--- config.mk ---
export PLATFORM = sky130hd
export DESIGN_NAME = mem_arbiter
export DESIGN_NICKNAME = d
export VERILOG_FILES = /design/src/rtl/mem_arb_pkg.sv /design/src/rtl/mem_arbiter_rr_pick.sv /design/src/rtl/mem_arbiter.sv
export SDC_FILE = /design/constraint.sdc
export NUM_CORES = 1
export LEC_CHECK = 0
export CORE_ASPECT_RATIO = 0.9
export CORE_MARGIN = 2
export CORE_UTILIZATION = 34
export CTS_CLUSTER_SIZE = 25
export DETAILED_ROUTE_END_ITERATION = 8
export PLACE_DENSITY = 0.78
export SYNTH_ARGS = -nofsm -noshare
export SYNTH_HDL_FRONTEND = slang
export SYNTH_SLANG_ARGS = --single-unit
--- constraint.sdc ---
create_clock -name clk -period 1.89 [get_ports clk]
set_clock_uncertainty 0.2 [all_clocks]
set_input_delay 0.378 -clock clk [delete_from_list [all_inputs] [get_ports clk]]
set_output_delay 0.378 -clock clk [all_outputs]
set_load 0.005 [all_outputs]
--- src/rtl/mem_arb_pkg.sv ---
// Shared types for the two-requester memory arbiter: FSM states and requester indices.
package mem_arb_pkg;

    typedef enum logic [1:0] {
        IDLE   = 2'd0,
        ACCESS = 2'd1,
        DONE   = 2'd2
    } arb_state_t;

    localparam logic REQ_CPU = 1'b0;
    localparam logic REQ_LDR = 1'b1;

endpackage

--- src/rtl/mem_arbiter_rr_pick.sv ---
// Two-input round-robin picker: a lone request wins outright, a tie goes to
// the requester that was not served last.
module rr_pick
    import mem_arb_pkg::*;
(
    input  logic [1:0] reqs,
    input  logic       last,
    output logic       winner
);

    always_comb begin
        winner = REQ_CPU;
        if (reqs == 2'b11) begin
            winner = ~last;
        end else if (reqs == 2'b10) begin
            winner = REQ_LDR;
        end
    end

endmodule

--- src/rtl/mem_arbiter.sv ---
// Arbitrates a single-port synchronous RAM between the CPU sequencer and the
// program loader. Optional loader hold (ldr_hold/hold_ack) under MEM_ARB_HOLD_EN.
module mem_arbiter
    import mem_arb_pkg::*;
#(
    parameter int ADDR_W = 8,
    parameter int DATA_W = 8
) (
    input  logic              clk,
    input  logic              rst,
    input  logic              cpu_req,
    input  logic              ldr_req,
    input  logic              cpu_we,
    input  logic              ldr_we,
    input  logic [ADDR_W-1:0] cpu_addr,
    input  logic [ADDR_W-1:0] ldr_addr,
    input  logic [DATA_W-1:0] cpu_wdata,
    input  logic [DATA_W-1:0] ldr_wdata,
`ifdef MEM_ARB_HOLD_EN
    input  logic              ldr_hold,
    output logic              hold_ack,
`endif
    output logic              cpu_gnt,
    output logic              ldr_gnt,
    output logic              cpu_done,
    output logic              ldr_done,
    output logic [DATA_W-1:0] rdata,
    output logic              cpu_stall,
    output logic              mem_en,
    output logic              mem_we,
    output logic [ADDR_W-1:0] mem_addr,
    output logic [DATA_W-1:0] mem_wdata,
    input  logic [DATA_W-1:0] mem_rdata
);

    arb_state_t        state;
    logic              owner;
    logic              last;
    logic [1:0]        reqs;
    logic              pick;
    logic              pick_we;
    logic [ADDR_W-1:0] pick_addr;
    logic [DATA_W-1:0] pick_wdata;

`ifdef MEM_ARB_HOLD_EN
    // While the loader holds the memory the CPU request is invisible to the picker.
    assign reqs = {ldr_req, cpu_req & ~ldr_hold};
`else
    assign reqs = {ldr_req, cpu_req};
`endif

    rr_pick u_pick (
        .reqs   (reqs),
        .last   (last),
        .winner (pick)
    );

    assign pick_we    = (pick == REQ_LDR) ? ldr_we    : cpu_we;
    assign pick_addr  = (pick == REQ_LDR) ? ldr_addr  : cpu_addr;
    assign pick_wdata = (pick == REQ_LDR) ? ldr_wdata : cpu_wdata;

    always_ff @(posedge clk) begin
        if (!rst) begin
            state    <= IDLE;
            owner    <= REQ_CPU;
            last     <= REQ_LDR;
            cpu_gnt  <= 1'b0;
            ldr_gnt  <= 1'b0;
            cpu_done <= 1'b0;
            ldr_done <= 1'b0;
            mem_en   <= 1'b0;
            mem_we   <= 1'b0;
        end else begin
            case (state)
                IDLE: begin
                    if (|reqs) begin
                        state   <= ACCESS;
                        owner   <= pick;
                        cpu_gnt <= (pick == REQ_CPU);
                        ldr_gnt <= (pick == REQ_LDR);
                        mem_en  <= 1'b1;
                        mem_we  <= pick_we;
                    end
                end
                ACCESS: begin
                    state    <= DONE;
                    mem_en   <= 1'b0;
                    mem_we   <= 1'b0;
                    cpu_done <= (owner == REQ_CPU);
                    ldr_done <= (owner == REQ_LDR);
                end
                DONE: begin
                    state    <= IDLE;
                    cpu_gnt  <= 1'b0;
                    ldr_gnt  <= 1'b0;
                    cpu_done <= 1'b0;
                    ldr_done <= 1'b0;
                    last     <= owner;
                end
                default: state <= IDLE;
            endcase
        end
    end

    // Address/data are captured with the grant so the RAM sees only registered values.
    always_ff @(posedge clk) begin
        if (state == IDLE) begin
            mem_addr  <= pick_addr;
            mem_wdata <= pick_wdata;
        end
    end

`ifdef MEM_ARB_HOLD_EN
    always_ff @(posedge clk) begin
        if (!rst) begin
            hold_ack <= 1'b0;
        end else if (!ldr_hold) begin
            hold_ack <= 1'b0;
        end else if (state == IDLE) begin
            hold_ack <= 1'b1;
        end
    end
`endif

    assign rdata     = mem_rdata;
    assign cpu_stall = cpu_req & ~cpu_done;

endmodule
==> implementation parameters, run 1 <==
Parameter                              Value

Timing
  Final setup violation count    0
  Pins over their slew limit    0
  Headroom to the max-slew limit    78.4%
  Share of the cycle needed by the critical path after routing    99.5%
  Count of final hold-check violations    0
  Measured slew at the worst slew-check pin    0.324 ns
  Highest attainable clock frequency    532 MHz
  Final critical-path required period    1.88 ns

Flow run
  Maximum Capacitance Violations    0

Floorplan
  Boundary Pins    77
  Placeable Area    3700 sq um
  Placement row count    21
  Initial core utilization    35.5%
  Die Footprint    4380 sq um
  Die Y-Extent    63.0 um
  DIE WIDTH    69.5 um

Drt
  Number of iterations in the first detailed-routing pass    4
  Number of DRC violations after detailed routing    0
  DRT antenna net count    0
  Average detailed-routed wire length per instance    15.3 um
  Via density per instance    4.80
  Aggregate routed wire length    3100 um
  Routed via count    969
  Initial detailed-routing violation count    51

Synthesis
  FFs w/ async S/R, synth    0%
  Dominant combinational cell family by area after synthesis    multiplexers
  Most numerous cell in the Yosys netlist    sky130_fd_sc_hd__edfxtp_1
  Synthesized area per cell    13.5 sq um
  Area share of the leading cell type in the synthesized netlist    36.6%
  Cell variety after synth    32
  Post-synthesis net count    147
  Number of warning messages in the yosys log    0
  Flip-flop and latch count after synthesis    26
  Post-synth EDFFs    16
  Synth Cell Area    1310 sq um
  Largest cells by area after synthesis    sky130_fd_sc_hd__edfxtp_1 37%, sky130_fd_sc_hd__dfxtp_1 15%, sky130_fd_sc_hd__mux2_4 9.1%
  Most instantiated flip-flop cell in the synthesis netlist    sky130_fd_sc_hd__edfxtp_1
  Complex-gate fraction of the synthesized area    7.14%
  Post-synthesis share of cell area spent on and, or, nand and nor gates    10.0%
  Mux contribution to synthesized area    19.0%
  Share of the synthesized netlist area taken by xor and xnor gates    0%
  Ranking of synthesized cells by instance count    16 x sky130_fd_sc_hd__edfxtp_1, 10 x sky130_fd_sc_hd__dfxtp_1, 8 x sky130_fd_sc_hd__buf_4, 8 x sky130_fd_sc_hd__mux2_2, 8 x sky130_fd_sc_hd__mux2_4
  Library cell occupying the most area in the post-synthesis netlist    sky130_fd_sc_hd__edfxtp_1
  Part of the Yosys area used for sequential elements    51.8%
  Adder-cell area share of the yosys netlist    3.81%
  Number of cells produced by synthesis    97

Critical path
  End of the worst register-to-register path    mem_we
  Register-to-register setup slack    0.25 ns
  Arrival time at the worst endpoint    1.69 ns
  Worst EP required    1.70 ns
  Critical path start-end classification    input pin to flip-flop
  Crit path top cell by count    sky130_fd_sc_hd__buf_4
  Worst setup endpoint    mem_wdata[2]
  Cell Chain, Critical Path    clkdlybuf4s50_1 > buf_4 > a21boi_2 > buf_4 > mux2_4
  Startpoint of the worst setup timing path    cpu_req
  CP Buf/Inv Count    3
  Cell type group with the largest total delay on the critical path    buffers and inverters
  Cell count of the worst reg-to-reg path    6
  CP Depth    5
  Worst path max stage delay    0.42 ns
  Worst Setup End Kind    flip-flop
  Type of origin of the critical path    input pin
  Worst r2r src    state[0]
  Slowest stage cell, crit path    sky130_fd_sc_hd__clkdlybuf4s50_1
  Critical path peak fanout    9

Cells and area
  Diodes inserted    0
  Area Overhead vs Synth    50.3%
  Number of nets in the finished design    207
  Sequential standard cell area    681 sq um
  Fill cell count    302
  Post-route cell area    1970 sq um
  Multi-input gate area    528 sq um
  Layout cell share with drive strength beyond 1    18.6%

GRT
  Number of antenna violations at the first check in global routing    0
  Global route overflow    0
  Number of global-route vias before repair    1037
  Maximum number of pins on one net before global-route repair    23
  Total global routing track utilization    14.4%
  First-pass GRT wire length    4940 um

Status
  Outcome    completed

Power
  Leak pwr    0.736 nW
  Peak supply drop    0.000272 V
  Total power consumption of the routed design    1.49 mW
  Cell Pwr Density    755 nW/um^2

Clocking
  Maximum buffer depth of the clock tree    2
  PostCTS Resize Cnt    1
  Cell at the root of the clock tree    sky130_fd_sc_hd__clkbuf_8
  Clock latency reported for the late side of the worst-skew pair    0.26 ns
  Clock Sink Count    26
  H-tree lvl count    1
  Clock tree from TritonCTS    built
  Post-CTS Repair Setup Buffers    0
  Number of buffers inserted during clock tree synthesis    3
  Hold buffer count at CTS    0
  Clock slew at the register clock pins of the worst setup and hold paths    0.08 ns

Min path
  Worst hold path class    flip-flop to flip-flop

Place
  Total of buffers placed on input and output ports    60
  DP Area    1930 sq um
  Placer's final routability congestion estimate    0.833
  HPWL after detailed placement    2290 um
-- kinds of logic after synthesis --
family / after synthesis
flops: 26
mux: 20
simple gates: 20
buf+inv: 14
compound gates: 13
fa+ha+maj: 4
-- how the worst min path moves through the flow --
stage,cells past startpoint,to,from
2_1_floorplan,2,ldr_done,ldr_done
3_3_place_gp,2,ldr_done,ldr_done
3_5_place_dp,2,cpu_gnt,cpu_gnt
4_1_cts,2,cpu_gnt,cpu_gnt
5_1_grt,2,ldr_done,ldr_done
6_report,2,cpu_gnt,cpu_gnt
-- report_power, final --
group / switching, mW / leakage, nW / internal, mW
sequential: 0.0324 / 0.242 / 0.700
clock: 0.159 / 0.0228 / 0.150
combinational: 0.158 / 0.471 / 0.290
total: 0.349 / 0.736 / 1.14
-- worst min-delay path: stages (launching register included) --
cell	delay, ns
sky130_fd_sc_hd__dfxtp_1	0.31
sky130_fd_sc_hd__o21ai_0	0.06
sky130_fd_sc_hd__a21boi_0	0.07
-- state kept, by name, summed over array words and instances (netlist names) --
| signal | flops |
|---|---|
| state | 2 |
| ldr_done | 1 |
| mem_addr | 8 |
| last | 1 |
| ldr_gnt | 1 |
| owner | 1 |
| cpu_gnt | 1 |
| cpu_done | 1 |
| mem_wdata | 8 |
| mem_we | 1 |
| mem_en | 1 |
-- placed cells by master, fill, tap and decap left out --
cell type,synthesis,layout
sky130_fd_sc_hd__a21boi_0,3,3
sky130_fd_sc_hd__nand3b_1,3,3
sky130_fd_sc_hd__nand2b_1,1,1
sky130_fd_sc_hd__nor4bb_1,1,1
sky130_fd_sc_hd__a21boi_2,1,1
sky130_fd_sc_hd__nand2_1,4,4
sky130_fd_sc_hd__ha_2,0,1
sky130_fd_sc_hd__a2bb2oi_1,1,1
sky130_fd_sc_hd__o21a_1,1,1
sky130_fd_sc_hd__a21oi_1,1,1
sky130_fd_sc_hd__nor3b_4,1,1
sky130_fd_sc_hd__clkbuf_1,1,1
sky130_fd_sc_hd__nor3b_1,1,1
sky130_fd_sc_hd__buf_6,1,1
sky130_fd_sc_hd__dlygate4sd2_1,0,1
sky130_fd_sc_hd__clkbuf_8,0,3
sky130_fd_sc_hd__ha_1,4,3
sky130_fd_sc_hd__or3_1,1,1
sky130_fd_sc_hd__mux2_2,8,8
sky130_fd_sc_hd__o21bai_1,1,1
sky130_fd_sc_hd__edfxtp_1,16,16
sky130_fd_sc_hd__a22oi_1,1,1
sky130_fd_sc_hd__inv_1,2,2
sky130_fd_sc_hd__nor2b_1,6,6
sky130_fd_sc_hd__buf_4,8,6
sky130_fd_sc_hd__nor2_1,2,2
sky130_fd_sc_hd__o21ai_0,1,1
sky130_fd_sc_hd__a31oi_1,1,1
sky130_fd_sc_hd__mux2_4,8,8
sky130_fd_sc_hd__mux2i_1,4,4
sky130_fd_sc_hd__a21boi_1,1,1
sky130_fd_sc_hd__dfxtp_1,10,10
sky130_fd_sc_hd__o21ai_1,1,1
sky130_fd_sc_hd__clkdlybuf4s50_1,0,59
-- layout make-up --
class	count	share of cell area [%]
multi-input cells	57	26.7
well taps	46	2.92
inverters	2	0.380
flip-flops and latches	26	34.5
repair buffers	67	33.2
clock buffers	4	2.28
-- per-stage QoR --
stage / std cells / hold WS, ns / TNS (ns) / utilization (%) / setup slack [ns]
5_1_grt: 202 / 0.326 / -0.0886 / 53.3 / -0.0181
6_report: 202 / 0.285 / 0 / 53.3 / 0.00920
3_5_place_dp: 198 / 0.275 / -4.22 / 52.0 / -0.247
3_3_place_gp: 198 / 0.266 / -3.50 / 52.0 / -0.196
2_1_floorplan: 97 / 0.270 / 0 / - / 0.0325
4_1_cts: 202 / 0.287 / 0 / 53.2 / 0.0350
-- layer usage --
layer	share of wire [%]	vias up	track usage, %
met5	0	-	0
met4	1.0	0	5.88
met3	9.2	4	4.19
met2	47	54	25.0
met1	43	451	16.5
li1	-	460	-
(Power assumes the default switching activity.)
==> run 2, diff against run 1 <==
--- a/config.mk
+++ b/config.mk
@@ -7,10 +7,10 @@
 export LEC_CHECK = 0
 export CORE_ASPECT_RATIO = 0.9
 export CORE_MARGIN = 2
-export CORE_UTILIZATION = 34
+export CORE_UTILIZATION = 40
 export CTS_CLUSTER_SIZE = 25
 export DETAILED_ROUTE_END_ITERATION = 8
-export PLACE_DENSITY = 0.78
+export PLACE_DENSITY = 0.82
 export SYNTH_ARGS = -nofsm -noshare
 export SYNTH_HDL_FRONTEND = slang
 export SYNTH_SLANG_ARGS = --single-unit
==> constraint.sdc (replaced) <==
create_clock -name clk -period 2.3 [get_ports clk]
set_clock_uncertainty 0.2 [all_clocks]
set_input_delay 0.46 -clock clk [delete_from_list [all_inputs] [get_ports clk]]
set_output_delay 0.46 -clock clk [all_outputs]
set_load 0.005 [all_outputs]
==> run 2 against run 1 <==
Against the previous run: cell count shrank 3.0%; highest routed layer unchanged; global-route usage grew 0.68 points; critical endpoint is now cpu_stall; clock power shrank 41%; final area shrank 2.0%; worst setup slack gained 0.075 ns; first-iteration DRC count shrank 75%; via count shrank 2.6%; non-clock buffer count shrank 1; worst hold slack gained 0.0087 ns; sequential power shrank 18%; largest power group unchanged.
==> implementation parameters, run 2 (synthesis gave the netlist of run 1 again) <==
Parameter                              Value

Critical path
  Register-to-register setup slack    0.64 ns (was 0.25 ns)
  End of the worst register-to-register path    mem_we (unchanged)
  CP Buf/Inv Count    2 (was 3)
  Worst path max stage delay    0.50 ns (was 0.42 ns)
  Worst EP required    1.64 ns (was 1.70 ns)
  Slowest stage cell, crit path    sky130_fd_sc_hd__clkdlybuf4s50_1 (unchanged)
  Arrival time at the worst endpoint    1.56 ns (was 1.69 ns)
  Critical path start-end classification    input pin to primary output (was input pin to flip-flop)
  Cell type group with the largest total delay on the critical path    buffers and inverters (unchanged)
  Cell Chain, Critical Path    clkdlybuf4s50_1 > nor2b_1 > clkdlybuf4s50_1 (was clkdlybuf4s50_1 > buf_4 > a21boi_2 > buf_4 > mux2_4)
  Cell count of the worst reg-to-reg path    6 (unchanged)
  Critical path peak fanout    2 (was 9)
  Worst Setup End Kind    primary output (was flip-flop)
  Crit path top cell by count    sky130_fd_sc_hd__clkdlybuf4s50_1 (was sky130_fd_sc_hd__buf_4)
  Type of origin of the critical path    input pin (unchanged)
  Worst r2r src    state[0] (unchanged)

Cells and area
  Diodes inserted    0 (unchanged)
  Area Overhead vs Synth    47.2% (was 50.3%)
  Commonest cells after routing, fill and taps aside    60 x sky130_fd_sc_hd__clkdlybuf4s50_1, 16 x sky130_fd_sc_hd__edfxtp_1, 10 x sky130_fd_sc_hd__dfxtp_1 (was 59 x sky130_fd_sc_hd__clkdlybuf4s50_1, 16 x sky130_fd_sc_hd__edfxtp_1, 10 x sky130_fd_sc_hd__dfxtp_1)
  Sequential standard cell area    681 sq um (unchanged)
  Registers with the most flip-flops    mem_addr (8), mem_wdata (8), state (2) (unchanged)
  Layout cell share with drive strength beyond 1    17.5% (was 18.6%)
  Multi-input gate area    526 sq um (was 528 sq um)
  Most common cell after layout, fill and taps aside    sky130_fd_sc_hd__clkdlybuf4s50_1 (unchanged)
  Fill cell count    264 (was 302)
  Number of nets in the finished design    206 (was 207)

Status
  Outcome    completed (unchanged)

GRT
  Total global routing track utilization    15.1% (was 14.4%)
  Maximum number of pins on one net before global-route repair    23 (unchanged)
  Number of global-route vias before repair    949 (was 1037)
  First-pass GRT wire length    4360 um (was 4940 um)
  Number of antenna violations at the first check in global routing    0 (unchanged)
  Global route overflow    0 (unchanged)

Clocking
  Clock slew at the register clock pins of the worst setup and hold paths    0.12 ns (was 0.08 ns)
  Hold buffer count at CTS    0 (unchanged)
  PostCTS Resize Cnt    0 (was 1)
  Cell at the root of the clock tree    sky130_fd_sc_hd__clkbuf_4 (was sky130_fd_sc_hd__clkbuf_8)
  Maximum buffer depth of the clock tree    2 (unchanged)
  Clock latency reported for the late side of the worst-skew pair    0.31 ns (was 0.26 ns)
  Post-CTS Repair Setup Buffers    0 (unchanged)
  Clock tree from TritonCTS    built (unchanged)
  Clock Sink Count    26 (unchanged)
  H-tree lvl count    1 (unchanged)
  Number of buffers inserted during clock tree synthesis    3 (unchanged)

Drt
  Aggregate routed wire length    2700 um (was 3100 um)
  Via density per instance    4.82 (was 4.80)
  Number of iterations in the first detailed-routing pass    4 (unchanged)
  Initial detailed-routing violation count    13 (was 51)
  DRT antenna net count    0 (unchanged)
  Average detailed-routed wire length per instance    13.8 um (was 15.3 um)
  Number of DRC violations after detailed routing    0 (unchanged)
  Routed via count    944 (was 969)

Power
  Clock network fraction of design power    15.8% (was 20.8%)
  Cell Pwr Density    592 nW/um^2 (was 755 nW/um^2)
  Peak supply drop    0.000273 V (was 0.000272 V)
  Sequential cell fraction of total power    52.6% (was 49.2%)
  Leak pwr    0.720 nW (was 0.736 nW)
  Sw power    0.272 mW (was 0.349 mW)
  Internal Dissipation    0.873 mW (was 1.14 mW)
  Part of the power in combinational logic    31.6% (was 30.0%)
  Total power consumption of the routed design    1.14 mW (was 1.49 mW)
  Sw Share    23.7% (was 23.4%)

Floorplan
  Boundary Pins    77 (unchanged)
  Initial core utilization    42.5% (was 35.5%)
  Placement row count    19 (was 21)
  Placeable Area    3090 sq um (was 3700 sq um)
  Die Y-Extent    58.4 um (was 63.0 um)
  Die Footprint    3760 sq um (was 4380 sq um)
  DIE WIDTH    64.4 um (was 69.5 um)

Min path
  Startpoint of the most critical hold path    ldr_done (was cpu_gnt)
  Worst hold path class    flip-flop to flip-flop (unchanged)
  Number of cells on the worst hold path    2 (unchanged)
  End point of the most critical hold path    ldr_done (was cpu_gnt)

Timing
  Measured slew at the worst slew-check pin    0.354 ns (was 0.324 ns)
  Share of the cycle needed by the critical path after routing    96.3%
  Setup_tns    0 ns (unchanged)
  Highest attainable clock frequency    451 MHz
  Final setup violation count    0 (unchanged)
  Pins over their slew limit    0 (unchanged)
  Count of final hold-check violations    0 (unchanged)
  Final critical-path required period    2.22 ns
  RSZ-0062 raised after global routing    false
  Headroom to the max-slew limit    76.4% (was 78.4%)

Place
  Placer's final routability congestion estimate    0.789 (was 0.833)
  Total of buffers placed on input and output ports    60 (unchanged)
  HPWL after detailed placement    2070 um (was 2290 um)

Flow run
  Maximum Capacitance Violations    0 (unchanged)
-- run 2: cell count changes in the layout (fill, tap and decap cells not counted) --
cell,change
sky130_fd_sc_hd__dlygate4sd2_1,-1
sky130_fd_sc_hd__buf_6,-1
sky130_fd_sc_hd__ha_1,+1
sky130_fd_sc_hd__ha_2,-1
sky130_fd_sc_hd__clkdlybuf4s50_1,+1
sky130_fd_sc_hd__clkbuf_8,-3
sky130_fd_sc_hd__clkbuf_4,+3
sky130_fd_sc_hd__clkbuf_1,-1
-- run 2: layer usage --
layer	wire length (um)	share of wire [%]	GRT usage, %	up-vias
li1	-	-	-	457
met1	1230	46	20.3	432
met2	1150	43	23.4	50
met3	290	11	4.40	5
met4	25	0.93	5.47	0
met5	0	0	0	-
-- run 2: per-stage QoR --
step	setup slack [ns]	utilization [%]	instance area, sq um	std cells	hold WS, ns
6_report	0.0844	62.6	1930	196	0.293
5_1_grt	0.0279	62.6	1930	196	0.333
4_1_cts	0.0760	62.6	1930	196	0.295
3_5_place_dp	0.0685	61.9	1910	193	0.272
3_3_place_gp	0.0791	61.9	1910	193	0.271
2_1_floorplan	0.268	-	1310	97	0.270
-- run 2: worst max path at each step --
stage,depth (start not counted),from,end
floorplan,6,state[0],state[0]
global placement,3,cpu_req,cpu_stall
detailed placement,5,cpu_req,mem_addr[7]
CTS,3,cpu_req,cpu_stall
global route,3,cpu_req,cpu_stall
finish,3,cpu_req,cpu_stall
-- run 2: final cells by class --
cell class                 count  area share (%)
sequential                    26            35.2
timing repair buffer          66            33.4
multi-input combinational     57            27.2
tap                           42            2.72
clock buffer                   3            1.16
inverter                       2           0.388
-- run 2: power by group through the flow --
stage | combinational (mW) | sequential (mW) | clock, mW
after global routing | 0.393 | 0.611 | 0.207
final | 0.362 | 0.602 | 0.181
after CTS | 0.368 | 0.603 | 0.192
after floorplan | 0.160 | 0.618 | 0
after global placement | 0.357 | 0.609 | 0
after detailed placement | 0.366 | 0.614 | 0
-- run 2: worst register-to-register path, delay by kind of cell, from the launching register on --
family                   cells  cell delay, ns
flip-flops                   1            0.38
buffers and inverters        2            0.32
AND/OR/NAND/NOR              1            0.30
adder cells (fa/ha/maj)      1            0.24
AO/OA/AOI/OAI                2            0.16
==> edit: new RTL, settings of run 2 <==
Change the parameter `ADDR_W` from 8 to 7.
--- a/src/rtl/mem_arbiter.sv
+++ b/src/rtl/mem_arbiter.sv
@@ -5,3 +5,3 @@
 #(
-    parameter int ADDR_W = 8,
+    parameter int ADDR_W = 7,
     parameter int DATA_W = 8
Ports: changed (resized cpu_addr, ldr_addr and mem_addr); port bits go from 77 to 74. The function was not compared with the original's and may differ.
==> edit against run 2 <==
  * Design area down 4.7%
  * Critical path type unchanged
  * Power down 2.2%
  * Setup slack worse by 0.0065 ns
  * Synthesized cell count fell by 2.1%
  * Sequential cell count down 1
  * Synthesized area decreased by 5.2%
  * Routed wire length fell by 3.6%
  * Largest power group unchanged
==> edit: results (changes against run 2) <==
status: "completed"  # unchanged
htreeDepth: 1  # unchanged
grt_pass1_wl_mm: 4.43  # was 4.36 mm
rr_worst_depth: 6  # unchanged
peakVddDrop_mv: 0.290  # was 0.273 mV
dpl_cell_area_sq_um: 1810  # was 1910 sq um
cts-resized-gates: 0  # unchanged
whs_path_depth: 2  # unchanged
num_antenna_cells: 0  # unchanged
synth_edf_count: 15  # was 16
via_per_inst: 4.77  # was 4.82
avgSynthCellArea_sq_um: 13.1  # was 13.5 sq um
synth_fp_nets: 143  # was 147
postLayoutCoreUtil_pct: 61.0  # was 62.6%
pre_cts_slack_ns: 0.0844  # was 0.0685 ns
ys.flop_type: "edfxtp_1"  # unchanged
grt_overflow: 0  # unchanged
switching_share_pct: 25.1  # was 23.7%
relSlewSlack_pct: 69.0  # was 76.4%
dp_hpwl_mm: 1.96  # was 2.07 mm
cp_max_fo: 2  # unchanged
synth_warnings: 0  # unchanged
nets: 197  # was 206
clock_latency_ns: 0.33  # was 0.31 ns
numCtsBuffers: 3  # unchanged
antenna_found_initial: 0  # unchanged
clockRootBuffer: "clkbuf_4"  # unchanged
cts.clk_slew.worst_paths_ns: 0.15  # was 0.12 ns
fillers: 232  # was 264
cts_buffer_depth: 2  # unchanged
yosysSeqAreaShare_pct: 52.3  # was 51.8%
top_regs: "mem_wdata: 8 flops, mem_addr: 7 flops, state: 2 flops"  # was mem_addr: 8 flops, mem_wdata: 8 flops, state: 2 flops
synthTopCellsByArea: "edfxtp_1, dfxtp_1, mux2_2"  # was edfxtp_1, dfxtp_1, mux2_4
drtIter0Drc: 15  # was 13
postCtsSetupBuffers: 0  # unchanged
grt_pass1_vias: 933  # was 949
leakage_nw: 0.662  # was 0.720 nW
min_path_type: "reg2reg"  # unchanged
grt_max_degree: 19  # was 23
synth_cell_types: 29  # was 32
io_buffers: 57  # was 60
synthArstFlopShare_pct: 0  # unchanged
timing.critical_path.arrival_ns: 1.56  # about the same
gp_congestion: 0.754  # was 0.789
synth_common_cells: "edfxtp_1, mux2_2, dfxtp_1, buf_4, nor2b_1"  # was edfxtp_1, dfxtp_1, buf_4, mux2_2, mux2_4
grt_usage_pct: 16.0  # was 15.1%
drive_gt1_share_pct: 18.2  # was 17.5%
placed_cells: 186  # was 193
wl_mm: 2.60  # was 2.70 mm
vias: 906  # was 944
firstDrtPassIters: 4  # unchanged
==> edit: per-layer routing <==
metal	track usage, %	vias to the layer above	part of all wire [%]
li1	-	441	-
met1	18.7	412	44
met2	27.2	48	46
met3	5.01	5	8.5
met4	7.30	0	1.8
met5	0	-	0
==> edit: cell type report <==
type,count,area share (%)
Clock buffer,3,1.22
Clock inverter,1,0.407
Inverter,2,0.407
Multi-Input combinational cell,56,26.5
Sequential cell,25,35.3
Tap cell,42,2.85
Timing Repair Buffer,61,33.3
==> edit: worst paths after layout <==
check / slack [ns] / end / from
worst max-delay path: 0.08 / cpu_stall / cpu_req
worst min-delay path: 0.29 / mem_en$_SDFFE_PN0P_ / mem_en$_SDFFE_PN0P_
worst max register to register: 0.45 / mem_we$_SDFFE_PN0P_ / state[1]$_SDFFE_PN0P_
worst min register to register: 0.29 / mem_en$_SDFFE_PN0P_ / mem_en$_SDFFE_PN0P_
==> edit: stage by stage <==
stage	hold WS [ns]	total power, mW
after floorplan	0.270	0.743
after global placement	0.268	0.918
after detailed placement	0.274	0.929
after CTS	0.296	1.13
after global routing	0.313	1.18
final	0.290	1.12
==> edit: power groups by stage <==
stage	Clock (mW)	Combinational (mW)	Sequential, mW
6_report	0.204	0.339	0.577
3_3_place_gp	0	0.334	0.584
3_5_place_dp	0	0.341	0.588
4_1_cts	0.211	0.343	0.578
5_1_grt	0.222	0.367	0.587
2_1_floorplan	0	0.150	0.593
==> edit: worst max-delay path, cell delays in order <==
cell,delay [ns]
clkdlybuf4s50_1,0.47
nor2b_1,0.13
clkdlybuf4s50_1,0.50
==> edit: logic make-up after synthesis <==
| logic type | synth area share (%) |
|---|---|
| AO/OA/AOI/OAI | 8.14 |
| flip-flops | 52.3 |
| multiplexers | 16.8 |
| AND/OR/NAND/NOR | 10.4 |
| adder cells (fa/ha/maj) | 4.02 |
| buffers and inverters | 8.44 |
